==> src/rtl/cpu_types_pkg.sv <==
// Shared CPU bus types and the memory arbiter state encoding.
package cpu_types_pkg;

    // Every address and data bus in the memory hierarchy is one 32-bit word.
    typedef logic [31:0] word_t;

    // Arbiter FSM states. The encoding is also driven on the arbiter's
    // debug port, so do not renumber these values.
    typedef enum logic [1:0] {
        ARB_IDLE   = 2'd0,
        ARB_DGRANT = 2'd1,
        ARB_IGRANT = 2'd2
    } arb_state_t;

    // Default count of consecutive data grants a pending fetch will tolerate.
    localparam int ARB_STARVE_LIMIT = 4;

endpackage

==> src/rtl/mem_arbiter.sv <==
// Memory arbiter: shares the single RAM port between instruction fetch and
// data access. Data requests win by default. A saturating starvation counter
// forces a fetch grant once STARVE_LIMIT data accesses have completed while a
// fetch was waiting.
//
// Handshake: each requester holds its request (and address/data) asserted
// until it sees its wait output low for one cycle. That cycle is the
// completion beat, and load data is valid in that cycle. Only the granted side
// drives the RAM; the other side sees wait equal to its own request. Dropping a
// request before ramready aborts the access. The RAM strobes fall in the same
// cycle, and the FSM returns to idle.
module mem_arbiter
    import cpu_types_pkg::*;
#(
    parameter int STARVE_LIMIT = ARB_STARVE_LIMIT
) (
    input  logic       CLK,
    input  logic       RST,
    // instruction fetch side
    input  logic       iREN,
    input  word_t      iaddr,
    output word_t      iload,
    output logic       iwait,
    // data side
    input  logic       dREN,
    input  logic       dWEN,
    input  word_t      daddr,
    input  word_t      dstore,
    output word_t      dload,
    output logic       dwait,
    // RAM port
    output logic       ramREN,
    output logic       ramWEN,
    output word_t      ramaddr,
    output word_t      ramstore,
    input  word_t      ramload,
    input  logic       ramready,
    // debug
    output logic [1:0] arb_state
);

    localparam int               CNT_W   = $clog2(STARVE_LIMIT + 1);
    localparam logic [CNT_W-1:0] LIMIT_C = CNT_W'(STARVE_LIMIT);

    arb_state_t       state, next_state;
    logic [CNT_W-1:0] starve_cnt, next_starve_cnt;

    logic dreq;
    logic d_active, i_active;
    logic d_done, i_done;

    assign dreq = dREN | dWEN;

    // A grant is "active" only while its requester still holds the request.
    // A dropped request is therefore an abort without any extra state.
    assign d_active = (state == ARB_DGRANT) && dreq;
    assign i_active = (state == ARB_IGRANT) && iREN;
    assign d_done   = d_active && ramready;
    assign i_done   = i_active && ramready;

    assign arb_state = state;

    // State and starvation counter registers. Reset drops any in-flight access.
    always_ff @(posedge CLK or posedge RST) begin
        if (RST) begin
            state      <= ARB_IDLE;
            starve_cnt <= '0;
        end else begin
            state      <= next_state;
            starve_cnt <= next_starve_cnt;
        end
    end

    // Next-state decision. Completion and abort both return to idle, which
    // leaves one bubble cycle between accesses.
    always_comb begin
        next_state = state;
        unique case (state)
            ARB_IDLE: begin
                if (dreq && (!iREN || (starve_cnt < LIMIT_C))) begin
                    next_state = ARB_DGRANT;
                end else if (iREN) begin
                    next_state = ARB_IGRANT;
                end
            end
            ARB_DGRANT: begin
                if (!dreq || ramready) begin
                    next_state = ARB_IDLE;
                end
            end
            ARB_IGRANT: begin
                if (!iREN || ramready) begin
                    next_state = ARB_IDLE;
                end
            end
            default: next_state = ARB_IDLE;
        endcase
    end

    // Starvation counter: counts data completions made while a fetch waited.
    // It saturates at the limit and clears on any completion that leaves no
    // fetch waiting. Aborts leave it untouched.
    always_comb begin
        next_starve_cnt = starve_cnt;
        if (d_done) begin
            if (iREN) begin
                if (starve_cnt < LIMIT_C) begin
                    next_starve_cnt = starve_cnt + 1'b1;
                end
            end else begin
                next_starve_cnt = '0;
            end
        end else if (i_done) begin
            next_starve_cnt = '0;
        end
    end

    // RAM port and requester outputs. These are combinational from state and
    // the live requests. Write wins over read when the data side asserts both.
    always_comb begin
        ramREN   = 1'b0;
        ramWEN   = 1'b0;
        ramaddr  = '0;
        ramstore = '0;
        iload    = '0;
        dload    = '0;
        iwait    = iREN;
        dwait    = dreq;
        if (d_active) begin
            ramaddr  = daddr;
            ramstore = dstore;
            ramWEN   = dWEN;
            ramREN   = dREN & ~dWEN;
            dload    = ramload;
            dwait    = ~ramready;
        end else if (i_active) begin
            ramaddr  = iaddr;
            ramREN   = 1'b1;
            iload    = ramload;
            iwait    = ~ramready;
        end
    end

endmodule

==> config.mk <==
export PLATFORM = sky130hd
export DESIGN_NAME = mem_arbiter
export DESIGN_NICKNAME = d
export VERILOG_FILES = /design/src/rtl/cpu_types_pkg.sv /design/src/rtl/mem_arbiter.sv
export SDC_FILE = /design/constraint.sdc
export NUM_CORES = 1
export LEC_CHECK = 0
export CORE_AREA = 2 2 105 107
export DETAILED_ROUTE_END_ITERATION = 16
export DIE_AREA = 0 0 107 109
export PLACE_DENSITY = 0.61
export SLEW_MARGIN = 20
export SYNTH_ARGS = -nofsm -noshare
export SYNTH_HDL_FRONTEND = slang
export SYNTH_SLANG_ARGS = --single-unit
==> constraint.sdc <==
create_clock -name CLK -period 1.3 [get_ports CLK]
set_input_delay 0.13 -clock CLK [delete_from_list [all_inputs] [get_ports CLK]]
set_output_delay 0.13 -clock CLK [all_outputs]
set_load 0.1 [all_outputs]
Word-level counts from Yosys, hierarchy flattened
Cells that the tools add are included.
{ "totals": {"ram_bits": 0, "register_bits": 5, "n_memories": 0, "out_inout_bits": 134, "latchBits": 0, "mem_bits_ro": 0, "wordCells": 49, "inputBits": 134} }
{ "classes": {"bitwise_logic": 4, "shift": 0, "magnitude_cmp": 1, "n_mux": 21, "n_reduce_logical": 14, "add_sub_neg": 1, "eq_ne": 6, "n_mul": 0, "n_div": 0} }
{ "ops": {"columns": ["op", "n"], "rows": [
  ["two-way mux 32 bit", 6],
  ["two-way mux 3 bit", 4],
  ["two-way mux 2 bit", 4],
  ["two-way mux 1 bit", 6],
  ["one-hot mux 2 bit (3 select lines)", 1],
  ["logical AND 1 bit", 5],
  ["!= test 2 x 1 -> 1 bit (second input constant)", 2],
  ["adder 3 x 1 -> 3 bit (second input constant)", 1],
  ["logical OR 1 bit", 3],
  ["less-than comparator 3 bit (second input constant)", 1],
  ["!= test 3 x 2 -> 1 bit (second input constant)", 1],
  ["!= test 3 bit (second input constant)", 1],
  ["AND reduction 3 bit", 1],
  ["== test 2 x 1 -> 1 bit (second input constant)", 1],
  ["== test 2 bit (second input constant)", 1],
  ["logical NOT 1 bit", 2],
  ["logical NOT 2 bit", 1],
  ["inverter 1 bit", 2],
  ["AND reduction 2 bit", 1],
  ["nonzero test 2 bit", 1],
  ["AND 1 bit", 1],
  ["bitwise OR 1 bit", 1]
]} }

Logic depth before layout (Yosys ltp)
Gate-level depths: netlist (run 1).
{ "logic_depth": {"ltp_word": 5, "ltp_mapped": 6, "ltp_nobuf": 3} }

Worst setup path after synthesis (run 1)
OpenSTA, ideal clock, no wires.
{ "synth_path": {"kind": "flip-flop to output port", "startpoint": "reg state[0], in the netlist arb_state[0]", "endpoint": "out iwait", "slack_ns": -2.457, "t_required_ns": 1.170, "arrival_time_ns": 3.627, "path_buffers": 2, "path_stages_with_launch": 5, "cell_sequence": "dfrtp_1 buf_4 nor2b_4 clkbuf_1 a21boi_0"} }
{ "synth_via": {"elab_chain_cells": 4, "word_cells_on_any_way": 6, "cone_classes": "2 x eq/ne; 2 x mux; 2 x reduce/logical"} }
{ "synth_rtl": {"columns": ["item", "line_no", "source"], "rows": [
  ["start, declared", "mem_arbiter.sv:45", "arb_state_t state, next_state;"],
  ["start signal, assigned", "mem_arbiter.sv:69", "state <= next_state;"],
  ["== test 2 bit", "mem_arbiter.sv:57", "assign i_active = (state == ARB_IGRANT) && iREN;"],
  ["logical AND 1 bit", "mem_arbiter.sv:57", null],
  ["two-way mux 1 bit", "mem_arbiter.sv:136", "end else if (i_active) begin"],
  ["two-way mux 1 bit (*)", "mem_arbiter.sv:129", "if (d_active) begin"],
  ["end, declared", "mem_arbiter.sv:23", "output logic iwait,"]
]} }
Mark *: on every way between the ends. The rest lies on a longest branch, timed or not.

Final worst setup path (run 1)
{ "layout_path": {"startpoint": "reg state[0], in the netlist arb_state[0]", "endpoint": "out ramaddr[21]"} }
{ "layout_via": {"elab_chain_cells": 4, "word_cells_on_any_way": 6, "cone_classes": "2 x eq/ne; 2 x mux; 2 x reduce/logical"} }
{ "layout_rtl": {"columns": ["item", "line_no", "source"], "rows": [
  ["== test 2 bit", "mem_arbiter.sv:57", null],
  ["logical AND 1 bit", "mem_arbiter.sv:57", null],
  ["two-way mux 32 bit", "mem_arbiter.sv:136", null],
  ["two-way mux 32 bit (*)", "mem_arbiter.sv:129", null],
  ["end, declared", "mem_arbiter.sv:34", "output word_t ramaddr,"]
]} }
Marked as above.

==> flow_summary.ini, run 1 <==
[outcome]
status = finished, violations left
violations = setup timing

[timing]
finalWorstSetupSlack_ns = -0.4864
setup_viol = 136
slew_headroom_pct = 82.04
period_minus_slack_ns = 1.786
finClkSkew_ns = 0.0005948
maxSlewViolCount = 0
whs_ns = 0.1183
worst_pin_slew_ns = 0.2694
rsz0062_at_grt = true
hold_violations = 0
max_freq_ghz = 0.5598
fin_crit_sh_pct = 137.4
setup_tns_ns = -57.10

[critical_path]
start_kind = register
cpPeakStageDelay_ns = 0.50
required_ns = 1.17
crit_path_end_kind = primary output
cp.arrival_ns = 1.66
worst_path_max_delay_cell = dfrtp_4
crit_top_cell = buf_12
cp_max_fo = 18
cp_cell_sequence = nor3b_4 -> buf_4 -> buf_12 -> a22o_4 -> buf_12
crit_buf_inv = 3
cp_top_family = flip-flops
setup.worst_path.class = register to primary output

[clocking]
cts_buffer_depth = 2
cts_tree = done
path_clk_slew_ns = 0.04
insertion_delay_ns = 0.23
cts-root-buf = clkbuf_8
cts_inserted_buffers = 3
htreeDepth = 1
cts.sinks = 5

[placement]
place_congestion = 0.7720
dp.cells = 593
io_buffers = 267
hpwl_um = 8853
place_ws_ns = -0.4826

[finish]
antenna_cells = 0
fin_nets = 607
fill_cells = 826
syn2layout_area_growth_pct = 373.6
drive_gt1_share_pct = 67.30
fin_cells = 611

[die]
die-width_um = 107
floorplan.initialDensity_pct = 13.08
fp.coreArea_mm2 = 0.01060
die_height_um = 109
std_cell_rows = 38
die-area_mm2 = 0.01166
pin_count = 268

[synth]
yosysSeqAreaShare_pct = 9.025
netlist_top_cells_count = and2_1, a22o_1, and3_1
synth.area.mux_share_pct = 0
synthCells = 188
synth_top_family_by_area = simple AND/OR/NAND/NOR gates
synth_cell_type_count = 35
yosysWarnings = 0
synth_compound_area_share_pct = 26.08
synthTopCellsByArea = and2_1, a22o_1, and3_1
syn_nets = 323
synth_fa_ha_area_share_pct = 0.9025
yosysMostFrequentCell = and2_1
synth_edf_count = 0
synth_simple_gate_area_share_pct = 54.87
ys_ff_latch = 5
yosysTopAreaCell = and2_1
avgSynthCellArea_um2 = 7.374
syn_area_mm2 = 0.001386
synth_top_area_share_pct = 29.78
synth_xor_area_share_pct = 0
ys_async_sr_fraction_pct = 100.0
ys.flop_type = dfrtp_1

[power]
ir_worst_vdd_uv = 1257
leakage_uw = 0.002788
p_per_area_mw_per_mm2 = 2067

[hold_path]
worstHoldPathType = primary input to async pin

[global_route]
grt_use_total_pct = 17.05
grt_pass1_vias = 2769
grt_start_max_net_pins = 34
grt_pass1_wl_um = 15590
antenna_found_initial = 0
gr-total-overflow = 0

[detailed_routing]
drt_iter0_markers = 47
wl_um = 10710
drtPass1Iterations = 4
vias = 2620
drtAntennaViolNets = 0
detail_route.wl_per_cell_um = 17.52
drc = 0
viasPerCell = 4.288

[flow_run]
maxCapViolCount = 0
cell type report:
type | count | area, µm² | area share (%)
Timing Repair Buffer | 301 | 4423 | 67.37
Multi-Input combinational cell | 160 | 1785 | 27.20
Tap cell | 140 | 175.2 | 2.668
Sequential cell | 5 | 132.6 | 2.020
Clock buffer | 4 | 45.04 | 0.6861
Inverter | 1 | 3.754 | 0.05718
stage by stage:
| stage | power (µW) | area [µm²] | util, % |
|---|---|---|---|
| 6_report | 13570 | 6565 | 61.92 |
| 4_1_cts | 13460 | 6475 | 61.07 |
| 2_1_floorplan | 8505 | 2101 | - |
| 5_1_grt | 13930 | 6565 | 61.92 |
| 3_5_place_dp | 13000 | 6291 | 59.33 |
| 3_3_place_gp | 12920 | 6291 | 59.33 |
repair_timing:
item                                    in CTS  in global routing
resized for setup                           16                  4
gates cloned                                 1                  3
endpoints found under the setup margin     136                136
buffers inserted                             8                  3
pin swaps                                   14                 12
hold buffers                                 0                  0
per-layer routing:
metal	up-vias	track usage, %	share of wire, %
li1	1243	-	-
met1	1216	19.45	36
met2	146	31.57	54
met3	15	4.304	8.3
met4	0	4.545	1.9
met5	-	0	0
worst paths after layout:
path	from	endpoint	slack, ns	cells past startpoint
max	arb_state[0]$_DFFE_PP0P_	ramaddr[21]	-0.49	5
min	RST	arb_state[1]$_DFFE_PP0P_	0.12	2
max reg2reg	arb_state[1]$_DFFE_PP0P_	starve_cnt[2]$_DFFE_PP0P_	-0.31	5
min reg2reg	starve_cnt[0]$_DFFE_PP0P_	starve_cnt[0]$_DFFE_PP0P_	0.49	1
max in group asynchronous	RST	arb_state[0]$_DFFE_PP0P_	0.98	2
min in group CLK	starve_cnt[0]$_DFFE_PP0P_	starve_cnt[0]$_DFFE_PP0P_	0.49	1
cell families after synthesis:
group,after synthesis
simple gates,116
flops,5
compound gates,42
buf+inv,24
fa+ha+maj,1
worst register-to-register path: cells and delay by family (launching register included):
kind / cells / cell delay, ns
AND/OR/NAND/NOR: 2 / 0.63
flip-flops: 1 / 0.50
AO/OA/AOI/OAI: 1 / 0.14
buffers and inverters: 2 / 0.27
sequential cells by signal, indices dropped and copies added, names as in the netlist:
signal      count
starve_cnt      3
arb_state       2
where the power goes:
part	switching [µW]	internal, µW
Combinational	7780	5190
Clock	85.7	211
Sequential	68.5	231
layout by cell type (no fill, tap or decap), types with 7 or more instances in the layout:
cell type | synthesis | final
clkdlybuf4s50_1 | 0 | 131
buf_6 | 1 | 7
and2_4 | 0 | 67
buf_4 | 5 | 17
buf_12 | 0 | 141
and3_4 | 0 | 29
a22o_4 | 0 | 32
Note: power is estimated with default switching activity, not from simulation.
==> run 2, diff against run 1 <==
PLACE_DENSITY = 0.59   (was 0.61)
==> flow_summary.ini, run 2 (synthesis gave the netlist of run 1 again) <==
[critical_path]
cp.arrival_ns = 1.70
cp_top_family = buffers and inverters
reg2reg_depth = 7
r2r_slack_ns = -0.30
crit_top_cell = buf_12
cpPeakStageDelay_ns = 0.47
r2r-end = starve_cnt[1]$_DFFE_PP0P_
setup.worst_path.class = register to primary output
crit_path_end_kind = primary output
cp_cell_sequence = nor3b_4 -> buf_6 -> buf_12 -> buf_12 -> a22o_4 -> buf_12
crit_buf_inv = 4
cp_max_fo = 12
r2r-start = arb_state[0]$_DFFE_PP0P_
required_ns = 1.17
worst_path_max_delay_cell = dfrtp_4
start_kind = register

[power]
ir_worst_vdd_uv = 1281
leakage_uw = 0.002924
p_per_area_mw_per_mm2 = 2061
power.total_uw = 14180

[finish]
syn2layout_area_growth_pct = 396.0
drive_gt1_share_pct = 67.84
fin_nets = 621
final_common_cell = buf_12
largest_reg_flops = 3
final_cell_mix = buf_12, clkdlybuf4s50_1, and2_4, a22o_4, and3_4
largest-register = starve_cnt
antenna_cells = 0

[die]
die-width_um = 107
fp.coreArea_mm2 = 0.01060
die_height_um = 109
pin_count = 268
floorplan.initialDensity_pct = 13.08
std_cell_rows = 38
die-area_mm2 = 0.01166

[flow_run]
maxCapViolCount = 0

[detailed_routing]
viasPerCell = 4.294
vias = 2684
wl_um = 11280
drtPass1Iterations = 4
drc = 0
drt_iter0_markers = 75
drtAntennaViolNets = 0
detail_route.wl_per_cell_um = 18.05

[timing]
slew_headroom_pct = 77.51
hold_violations = 0
fin_crit_sh_pct = 140.7
finalWorstSetupSlack_ns = -0.5296
setup_tns_ns = -63.90
worst_pin_slew_ns = 0.3373
period_minus_slack_ns = 1.830
rsz0062_at_grt = true
max_freq_ghz = 0.5466
finClkSkew_ns = 0.003818
maxSlewViolCount = 0
setup_viol = 136

[clocking]
hold_buffers = 0
cts_tree = done
cts-root-buf = clkbuf_8
cts.sinks = 5
cts_inserted_buffers = 3
insertion_delay_ns = 0.22
htreeDepth = 1
path_clk_slew_ns = 0.04
cts_buffer_depth = 2

[global_route]
gr-total-overflow = 0
grt_pass1_wl_um = 15390
grt_use_total_pct = 16.69
grt_pass1_vias = 2858
antenna_found_initial = 0
grt_start_max_net_pins = 34

[placement]
hpwl_um = 9153
place_ws_ns = -0.4837
io_buffers = 267
place_congestion = 0.7710

[outcome]
status = finished, violations left
violations = setup timing

[hold_path]
worstHoldPathType = primary input to async pin
run 2: cell types whose count changed in the layout (fill, tap and decap cells not counted), sizes merged:
cell / change
buf: +11
clkbuf: +4
and2: -1
clkdlybuf4s50: -1
dlymetal6s2s: +1
run 2: timing repair:
action,4_1_cts,5_1_grt
cloned,0,8
endpoints found under the setup margin,136,137
pin swaps,7,24
gates resized for setup,9,21
buffers inserted,3,5
run 2: where the power goes:
part | leakage, µW | total [µW] | internal, µW | switching [µW]
combinational | 0.00284 | 13600 | 5610 | 7980
sequential | 0.0000631 | 293 | 231 | 62.2
clock | 0.0000228 | 285 | 210 | 74.5
total | 0.00292 | 14200 | 6060 | 8120
run 2: how the worst max path moves through the flow:
stage                              from            to  cells past startpoint
5_1_grt        arb_state[0]$_DFFE_PP0P_   ramaddr[10]                      6
4_1_cts        arb_state[1]$_DFFE_PP0P_  ramstore[27]                      5
3_3_place_gp                       dREN  ramstore[14]                      7
2_1_floorplan  arb_state[0]$_DFFE_PP0P_      dload[0]                      5
6_report       arb_state[0]$_DFFE_PP0P_    ramaddr[9]                      6
3_5_place_dp                       dREN     dload[14]                      7
run 2: metrics by stage:
stage / util [%] / hold WS [ns] / cells / cell area, µm²
6_report: 64.86 / 0.1103 / 625 / 6877
5_1_grt: 64.86 / 0.1608 / 625 / 6877
4_1_cts: 62.14 / 0.1096 / 612 / 6589
3_5_place_dp: 61.25 / 0.3376 / 605 / 6494
3_3_place_gp: 61.25 / 0.3278 / 605 / 6494
2_1_floorplan: - / -0.09144 / 188 / 2101
run 2: final cells by class:
type | count | area (µm²)
Clock buffer | 4 | 45.04
Fill cell | 768 | 3726
Inverter | 1 | 3.754
Multi-Input combinational cell | 159 | 1788
Sequential cell | 5 | 132.6
Tap cell | 140 | 175.2
Timing Repair Buffer | 316 | 4732
run 2: layer usage:
layer  vias up  share of wire (%)  track usage [%]
met5         -                  0                0
met4         0                1.3            3.061
met3        12                7.3            3.527
met2       154                 54            33.08
met1      1243                 37            18.27
li1       1275                  -                -
==> run 3, diff against run 2 <==
CORE_AREA = unset   (was 2 2 105 107)
CORE_ASPECT_RATIO = 0.5   (was unset)
CORE_MARGIN = 10   (was unset)
CORE_UTILIZATION = 18   (was unset)
DIE_AREA = unset   (was 0 0 107 109)
MAX_ROUTING_LAYER = met4   (was unset)
PLACE_DENSITY = 0.76   (was 0.59)
==> flow_summary.ini, run 3 (synthesis gave the netlist of run 1 again) <==
[timing]
fin_crit_sh_pct = 144.1
slew_headroom_pct = 63.66
setup_viol = 136
finClkSkew_ns = 0.005865
hold_violations = 0
finalWorstSetupSlack_ns = -0.5731
max_freq_ghz = 0.5339
maxSlewViolCount = 0
rsz0062_at_grt = true
period_minus_slack_ns = 1.873
worst_pin_slew_ns = 0.5451
setup_tns_ns = -67.85

[clocking]
htreeDepth = 1
cts_inserted_buffers = 3
insertion_delay_ns = 0.24
cts_buffer_depth = 2
hold_buffers = 0
cts_tree = done
cts-root-buf = clkbuf_16
path_clk_slew_ns = 0.04
cts.sinks = 5

[detailed_routing]
drt_iter0_markers = 213
viasPerCell = 5.089
drc = 0
drtPass1Iterations = 4
wl_um = 18420
vias = 2926
drtAntennaViolNets = 0
detail_route.wl_per_cell_um = 32.04

[die]
fp.coreArea_mm2 = 0.007405
die_height_um = 82.06
pin_count = 268
die-width_um = 144.1
floorplan.initialDensity_pct = 18.72
std_cell_rows = 22
die-area_mm2 = 0.01182

[finish]
syn2layout_area_growth_pct = 386.7
drive_gt1_share_pct = 67.64
antenna_cells = 0
largest-register = starve_cnt
fin_nets = 615
fill_cells = 241
final_cell_mix = buf_12, clkdlybuf4s50_1, and2_4, a22o_4, and3_4
largest_reg_flops = 3
fin_cells = 575
final_common_cell = buf_12
post-route-util_pct = 91.13

[critical_path]
crit_path_end_kind = primary output
cp.arrival_ns = 1.74
cp_max_fo = 32
setup.worst_path.class = register to primary output
start_kind = register
r2r_slack_ns = -0.34
required_ns = 1.17

[global_route]
grt_use_total_pct = 25.58
grt_pass1_vias = 3069
gr-total-overflow = 0
grt_start_max_net_pins = 33
antenna_found_initial = 0
grt_pass1_wl_um = 21910

[power]
leakage_uw = 0.002902
p_per_area_mw_per_mm2 = 2160
ir_worst_vdd_uv = 1399

[placement]
place_congestion = 0.9107
io_buffers = 267
hpwl_um = 12910
dp.cells = 555
place_ws_ns = -0.4993

[flow_run]
maxCapViolCount = 0

[outcome]
violations = setup timing
status = finished, violations left

[hold_path]
worstHoldPathType = primary input to async pin
-- run 3: metal layers --
metal	vias up	share of wire [%]	global-route usage, %
met2	143	59	52.59
met5	-	0	-
li1	1262	-	-
met1	1470	34	25.61
met3	51	3.4	2.763
met4	0	3.9	5.870
-- run 3: worst max-delay path, stage by stage (launching register included) --
cell,delay (ns)
dfrtp_4,0.49
nor3b_4,0.25
buf_6,0.17
buf_12,0.21
and2_4,0.20
buf_12,0.17
-- run 3: final cells by class --
class / instances / area [µm²] / area share [%]
repair buffers: 310 / 4631 / 68.63
well taps: 96 / 120.1 / 1.780
clock buffers: 4 / 78.83 / 1.168
inverters: 1 / 3.754 / 0.05563
multi-input cells: 159 / 1782 / 26.40
flip-flops and latches: 5 / 132.6 / 1.966
-- run 3: worst paths after layout --
check,startpoint,depth (start not counted),endpoint
worst min-delay path,RST,2,arb_state[1]$_DFFE_PP0P_
worst min register to register,starve_cnt[0]$_DFFE_PP0P_,1,starve_cnt[0]$_DFFE_PP0P_
worst max-delay path,arb_state[1]$_DFFE_PP0P_,5,ramstore[31]
min in group CLK,starve_cnt[0]$_DFFE_PP0P_,1,starve_cnt[0]$_DFFE_PP0P_
worst max register to register,arb_state[1]$_DFFE_PP0P_,7,starve_cnt[0]$_DFFE_PP0P_
max in group asynchronous,RST,2,arb_state[0]$_DFFE_PP0P_
-- run 3: metrics by stage --
stage,area [µm²],total power (µW),hold slack [ns]
final,6748,14580,0.1377
after global routing,6748,14780,0.1529
after CTS,6574,14040,0.1688
after detailed placement,6319,13260,0.3810
after global placement,6319,13060,0.3479
after floorplan,2101,8505,-0.09144
-- run 3: power breakdown --
| part | total (µW) | switching, µW | internal (µW) |
|---|---|---|---|
| Combinational | 13700 | 8310 | 5420 |
| Sequential | 312 | 80.0 | 231 |
| Clock | 530 | 122 | 408 |
| Total | 14600 | 8510 | 6060 |
-- run 3: timing repair --
action                                  CTS  global route
cloned                                    3             6
resized for setup                        15            12
setup buffers                             5             5
endpoints found under the setup margin  135           136
pin swaps                                 3             6
